$ cat config.mk
export PLATFORM = sky130hd
export DESIGN_NAME = aer_in_transmitter
export DESIGN_NICKNAME = d
export VERILOG_FILES = /design/src/rtl/aer_pkg.sv /design/src/rtl/aer_fifo.sv /design/src/rtl/aer_in_transmitter.sv
export SDC_FILE = /design/constraint.sdc
export NUM_CORES = 1
export LEC_CHECK = 0
export BUFFER_PORTS_ARGS = -buffer_cell sky130_fd_sc_hd__buf_2
export CAP_MARGIN = 20
export CORE_UTILIZATION = 59
export CTS_CLUSTER_DIAMETER = 200
export CTS_CLUSTER_SIZE = 16
export DETAILED_ROUTE_END_ITERATION = 10
export PLACE_DENSITY = 0.84
export SLEW_MARGIN = 20
export SYNTH_ARGS = -nofsm -noshare
export SYNTH_HDL_FRONTEND = slang
export SYNTH_SLANG_ARGS = --single-unit
export TNS_END_PERCENT = 30
$ cat constraint.sdc
create_clock -name CLK -period 2.7 [get_ports CLK]
set_input_delay 0 -clock CLK [delete_from_list [all_inputs] [get_ports CLK]]
set_output_delay 0 -clock CLK [all_outputs]
set_load 0.005 [all_outputs]
$ cat src/rtl/aer_pkg.sv
// Shared AER link constants and the transmitter handshake state encoding.
package aer_pkg;

    localparam int AER_IN_W  = 10;
    localparam int AER_OUT_W = 8;

    typedef enum logic [1:0] {
        IDLE    = 2'd0,
        SETUP   = 2'd1,
        WAIT_HI = 2'd2,
        WAIT_LO = 2'd3
    } aer_tx_state_t;

endpackage

$ cat src/rtl/aer_fifo.sv
// Synchronous first-word-fall-through FIFO; rdata_o is valid whenever empty_o is low.
module aer_fifo #(
    parameter int WIDTH = 10,
    parameter int DEPTH = 8
) (
    input  logic             clk_i,
    input  logic             rst_i,
    input  logic             push_i,
    input  logic [WIDTH-1:0] wdata_i,
    input  logic             pop_i,
    output logic [WIDTH-1:0] rdata_o,
    output logic             full_o,
    output logic             empty_o
);

    localparam int AW = $clog2(DEPTH);
    localparam logic [AW:0] PTR_ONE = (AW+1)'(1);

    logic [WIDTH-1:0] mem_q [DEPTH];
    logic [AW:0]      wr_ptr_q;
    logic [AW:0]      rd_ptr_q;
    logic             do_push;
    logic             do_pop;

    // Extra pointer MSB distinguishes full from empty when the indices match.
    assign empty_o = (wr_ptr_q == rd_ptr_q);
    assign full_o  = (wr_ptr_q[AW] != rd_ptr_q[AW]) &&
                     (wr_ptr_q[AW-1:0] == rd_ptr_q[AW-1:0]);
    assign do_push = push_i && !full_o;
    assign do_pop  = pop_i && !empty_o;
    assign rdata_o = mem_q[rd_ptr_q[AW-1:0]];

    always_ff @(posedge clk_i) begin
        if (rst_i) begin
            wr_ptr_q <= '0;
            rd_ptr_q <= '0;
        end else begin
            if (do_push) wr_ptr_q <= wr_ptr_q + PTR_ONE;
            if (do_pop)  rd_ptr_q <= rd_ptr_q + PTR_ONE;
        end
    end

    always_ff @(posedge clk_i) begin
        if (do_push) mem_q[wr_ptr_q[AW-1:0]] <= wdata_i;
    end

endmodule

$ cat src/rtl/aer_in_transmitter.sv
// Host-side AER input-link transmitter: buffers events and drives a 4-phase
// REQ/ACK handshake per event against a resynchronised ACK.
module aer_in_transmitter
    import aer_pkg::*;
#(
    parameter int ADDR_W      = AER_IN_W,
    parameter int FIFO_DEPTH  = 8,
    parameter int SETUP_CYC   = 1,
    parameter int TIMEOUT_CYC = 1024,
    parameter int CNT_W       = 16
) (
    input  logic              CLK,
    input  logic              RST,
    input  logic              TX_EN,
    input  logic              EVT_VALID,
    input  logic [ADDR_W-1:0] EVT_ADDR,
    output logic              EVT_READY,
    output logic [ADDR_W-1:0] AERIN_ADDR,
    output logic              AERIN_REQ,
    input  logic              AERIN_ACK,
    output logic              BUSY,
    output logic [CNT_W-1:0]  SENT_CNT,
    output logic              TIMEOUT_ERR
);

    localparam int SW = (SETUP_CYC > 1) ? $clog2(SETUP_CYC) : 1;
    localparam int TW = (TIMEOUT_CYC > 1) ? $clog2(TIMEOUT_CYC) : 1;
    localparam logic [SW-1:0] SETUP_LAST   = SW'(SETUP_CYC - 1);
    localparam logic [TW-1:0] TIMEOUT_LAST = TW'(TIMEOUT_CYC - 1);
    localparam bit            TIMEOUT_EN   = (TIMEOUT_CYC != 0);

    aer_tx_state_t     state_q, state_d;
    logic [ADDR_W-1:0] addr_q, addr_d;
    logic              req_q, req_d;
    logic [CNT_W-1:0]  sent_q, sent_d;
    logic              terr_q, terr_d;
    logic [SW-1:0]     setup_cnt_q, setup_cnt_d;
    logic [TW-1:0]     wait_cnt_q, wait_cnt_d;
    logic              acked_q, acked_d;
    logic              ack_meta_q, ack_s_q;

    logic              fifo_pop;
    logic [ADDR_W-1:0] fifo_rdata;
    logic              fifo_full;
    logic              fifo_empty;

    aer_fifo #(
        .WIDTH (ADDR_W),
        .DEPTH (FIFO_DEPTH)
    ) u_fifo (
        .clk_i   (CLK),
        .rst_i   (RST),
        .push_i  (EVT_VALID),
        .wdata_i (EVT_ADDR),
        .pop_i   (fifo_pop),
        .rdata_o (fifo_rdata),
        .full_o  (fifo_full),
        .empty_o (fifo_empty)
    );

    always_comb begin
        state_d     = state_q;
        addr_d      = addr_q;
        req_d       = req_q;
        sent_d      = sent_q;
        terr_d      = terr_q;
        setup_cnt_d = setup_cnt_q;
        wait_cnt_d  = wait_cnt_q;
        acked_d     = acked_q;
        fifo_pop    = 1'b0;
        case (state_q)
            IDLE: begin
                // A still-high ACK belongs to the previous handshake; wait it out.
                if (TX_EN && !fifo_empty && !ack_s_q) begin
                    fifo_pop    = 1'b1;
                    addr_d      = fifo_rdata;
                    setup_cnt_d = '0;
                    state_d     = SETUP;
                end
            end
            SETUP: begin
                if (setup_cnt_q == SETUP_LAST) begin
                    req_d      = 1'b1;
                    wait_cnt_d = '0;
                    state_d    = WAIT_HI;
                end else begin
                    setup_cnt_d = setup_cnt_q + SW'(1);
                end
            end
            WAIT_HI: begin
                if (ack_s_q) begin
                    req_d      = 1'b0;
                    acked_d    = 1'b1;
                    wait_cnt_d = '0;
                    state_d    = WAIT_LO;
                end else if (TIMEOUT_EN && wait_cnt_q == TIMEOUT_LAST) begin
                    terr_d     = 1'b1;
                    req_d      = 1'b0;
                    acked_d    = 1'b0;
                    wait_cnt_d = '0;
                    state_d    = WAIT_LO;
                end else begin
                    wait_cnt_d = wait_cnt_q + TW'(1);
                end
            end
            WAIT_LO: begin
                // Only a handshake whose ACK was actually seen high gets counted.
                if (!ack_s_q) begin
                    if (acked_q) sent_d = sent_q + CNT_W'(1);
                    state_d = IDLE;
                end else if (TIMEOUT_EN && wait_cnt_q == TIMEOUT_LAST) begin
                    terr_d  = 1'b1;
                    state_d = IDLE;
                end else begin
                    acked_d    = 1'b1;
                    wait_cnt_d = wait_cnt_q + TW'(1);
                end
            end
            default: state_d = IDLE;
        endcase
    end

    always_ff @(posedge CLK) begin
        if (RST) begin
            state_q     <= IDLE;
            addr_q      <= '0;
            req_q       <= 1'b0;
            sent_q      <= '0;
            terr_q      <= 1'b0;
            setup_cnt_q <= '0;
            wait_cnt_q  <= '0;
            acked_q     <= 1'b0;
            ack_meta_q  <= 1'b0;
            ack_s_q     <= 1'b0;
        end else begin
            state_q     <= state_d;
            addr_q      <= addr_d;
            req_q       <= req_d;
            sent_q      <= sent_d;
            terr_q      <= terr_d;
            setup_cnt_q <= setup_cnt_d;
            wait_cnt_q  <= wait_cnt_d;
            acked_q     <= acked_d;
            ack_meta_q  <= AERIN_ACK;
            ack_s_q     <= ack_meta_q;
        end
    end

    assign EVT_READY   = !fifo_full;
    assign AERIN_ADDR  = addr_q;
    assign AERIN_REQ   = req_q;
    assign BUSY        = (state_q != IDLE) || !fifo_empty;
    assign SENT_CNT    = sent_q;
    assign TIMEOUT_ERR = terr_q;

endmodule

==> summary.md <==
| Metric | Value |
|---|---|
| CP top delay family | simple AND/OR/NAND/NOR gates |
| Post-synth EDFFs | 80 |
| Vias in the first global route | 3625 |
| Layout Skew | 0.009063 ns |
| Ys async rst share | 0% |
| DR WL/cell | 19.11 microns |
| Register area share after synthesis | 61.87% |
| Syn_nets | 430 |
| CTS Sinks | 131 |
| Least-Margin Pin Slew | 0.9902 ns |
| Crit path max fanout | 10 |
| Setup WS post-layout | 0.1869 ns |
| Slew Limit Headroom | 33.75% |
| GRT overflow | 0 |
| Unrepaired setup endpoints after global routing | no |
| Setup TNS | 0 ns |
| Crit-path cells | xor2_1 > o41ai_4 > nand2b_1 > nor2_1 |
| Largest net degree at the start of global routing | 29 |
| Synthesized instance count | 407 |
| Fin crit share | 93.08% |
| Share of layout cells above drive strength 1 | 24.28% |
| Startpoint types | flop |
| Place WS | 0.2213 ns |
| Worst-Skew Late Latency | 0.52 ns |
| Slowest stage delay, CP | 0.80 ns |
| # diodes | 0 |
| Longest Clk Path Bufs | 2 |
| Max-cap viol count | 0 |
| Netlist cell types | 51 |
| Final setup violation count | 0 |
| Crit path arrival time | 2.66 ns |
| Initial Utilization | 62.23% |
| Core Util, Final | 74.25% |
| Antenna violations before repair | 0 |
| Pwr dens | 815.9 nW/um^2 |
| CORE AREA | 8891 sq um |
| Worst Path Buf+Inv | 0 |
| Gr usage total | 24.84% |
| Post-synth top flop | edfxtp_1 |
| Final HPWL DP | 7.221 mm |
| Layout Nets | 496 |
| Chip height | 98.84 microns |
| Critical path's slowest cell | nor2_1 |
| Hold crit path type | in2reg |
| Area taken by multi-input logic gates | 1977 sq um |
| Max VDD drop | 802.0 uV |
| Final Max Tran Viols | 0 |
| GPL Wtd Cong | 0.8307 |
| Crit path time final | 2.513 ns |
| Yosys reg bits | 131 |
| TritonCTS clock tree | yes |
| Post-CTS setup buffers | 0 |
| Synth-to-Final Area Change | 19.31% |
| Die area | 9769 sq um |
| Fill count | 549 |
| CTS buffer count | 17 |
| Crit end category | flop |
| Detailed Route WL | 11.35 mm |
| Final hold slack | 0.09875 ns |
| IO Port Bufs | 44 |
| Yosys top cell area share | 43.42% |
| Synth warn | 0 |
| Post-DRT Antenna Nets | 0 |
| Clk root buf | clkbuf_8 |
| Clock slew seen by the registers of the worst setup and hold paths | 0.06 ns |
| # DRC | 0 |
| Rows | 34 |
| Lkg Pwr | 2.329 nW |
| Synth area leaders | edfxtp_1, dfxtp_1, mux4_2, a21oi_1, mux2i_1 |
| Final Hold Vio Count | 0 |
| IO Pins | 45 |
| Required time of the critical path | 2.84 ns |
| Crit path kind | reg2reg |
| Cell taking the most area after synthesis | edfxtp_1 |
| 1st-pass router iterations | 5 |
| Outcome | complete, no violations |
| Fmax | 0.3979 GHz |
| Via count | 3672 |
| Mapped cell area | 5533 sq um |
| Flip-flop and latch area | 3423 sq um |
| H-tree Lvls | 4 |
| Die Wd | 98.84 microns |
| Via density | 6.182 |
| Starting DRT DRC Count | 186 |
| First-pass GRT wire length | 18.06 mm |
| Avg Cell Area, Syn | 13.59 sq um |
registers in the layout, indices dropped and copies added (netlist names), 2 cells and up:
name,flops
AERIN_ADDR,10
SENT_CNT,16
state_q,2
u_fifo.mem_q,80
u_fifo.rd_ptr_q,4
u_fifo.wr_ptr_q,4
wait_cnt_q,10
final cells by class:
class / instances / share of cell area (%)
Multi-Input combinational cell: 245 / 29.95
Timing Repair Buffer: 71 / 6.937
Sequential cell: 131 / 51.86
Inverter: 7 / 0.3980
Tap cell: 108 / 2.047
Clock buffer: 18 / 6.331
Clock inverter: 14 / 2.483
cell usage in the layout (no fill, tap or decap), drive strengths merged, types with 3 or more instances in the layout:
cell type	count
a21oi	32
clkbuf	18
edfxtp	80
mux2i	15
and3	5
nor3	6
dlygate4sd3	14
nand2	15
ha	8
dfxtp	51
o31ai	8
nor2b	6
o21ai	14
xor2	12
a41oi	3
nand4	7
nand2b	4
buf	57
nand3	17
o41ai	3
mux4	20
nor2	22
inv	15
a311oi	11
or3	8
or4	8
cells by family after synthesis:
logic type | after synthesis | synth area share, %
AND/OR/NAND/NOR | 107 | 10.54
AO/OA/AOI/OAI | 79 | 9.589
multiplexers | 37 | 11.26
flip-flops | 131 | 61.87
XOR/XNOR | 14 | 2.488
buffers and inverters | 31 | 2.443
adder cells (fa/ha/maj) | 8 | 1.809
worst paths after layout:
check | slack [ns] | from | end | cells after the start
worst max-delay path | 0.19 | u_fifo.wr_ptr_q[2] | u_fifo.mem_q[4][0] | 4
worst min-delay path | 0.1 | TX_EN | u_fifo.rd_ptr_q[0] | 5
worst max register to register | 0.19 | u_fifo.wr_ptr_q[2] | u_fifo.mem_q[4][0] | 4
worst min register to register | 0.46 | ack_meta_q | ack_s_q | 1
repair_timing:
action | in CTS | in global routing
hold buffers | 14 | 0
endpoints found under the hold margin | 101 | 0
resized for setup | 0 | 1
setup endpoints to repair | 0 | 3
synthesized netlist by cell type (2+ instances only):
cell type,number
nand3b_1,2
nor2_1,22
edfxtp_1,80
mux2i_1,15
xor2_2,2
nor2b_1,6
nor3_1,5
or4_1,8
a21oi_1,32
buf_2,6
or3_1,8
ha_1,8
xnor2_1,2
nand4_1,7
nand3_1,17
nand2b_1,4
clkbuf_1,16
nand2_1,15
a41oi_1,3
o31ai_1,8
dfxtp_1,51
inv_1,7
xor2_1,10
o21ai_0,13
mux4_2,20
and3_1,5
a311oi_1,11
metrics by stage:
stage                     instances  power [W]  instance area (sq um)
after floorplan                 407   0.002924                   5533
after global placement          548   0.003103                   5877
after detailed placement        548   0.003141                   5877
after CTS                       594   0.005409                   6599
after global routing            594   0.005584                   6601
final                           594   0.005386                   6601
routing by layer:
layer / vias to the layer above / track usage (%) / part of all wire, %
met5: - / 0 / 0
met4: 0 / 8.840 / 1.3
met3: 16 / 7.589 / 6.0
met2: 133 / 42.44 / 51
met1: 1802 / 29.88 / 42
li1: 1721 / - / -
tightest hold or removal path, delay by kind of cell:
family | cells | cell delay (ns)
buf+inv | 1 | 0.11
compound gates | 2 | 0.19
simple gates | 2 | 0.28
where the power goes:
part / total [W] / internal, W / switching, W
Clock: 0.00226 / 0.00134 / 0.000913
Sequential: 0.00227 / 0.00221 / 0.0000564
Combinational: 0.000864 / 0.000356 / 0.000507
Total: 0.00539 / 0.00391 / 0.00148
Note: power is estimated with default switching activity, not from simulation.
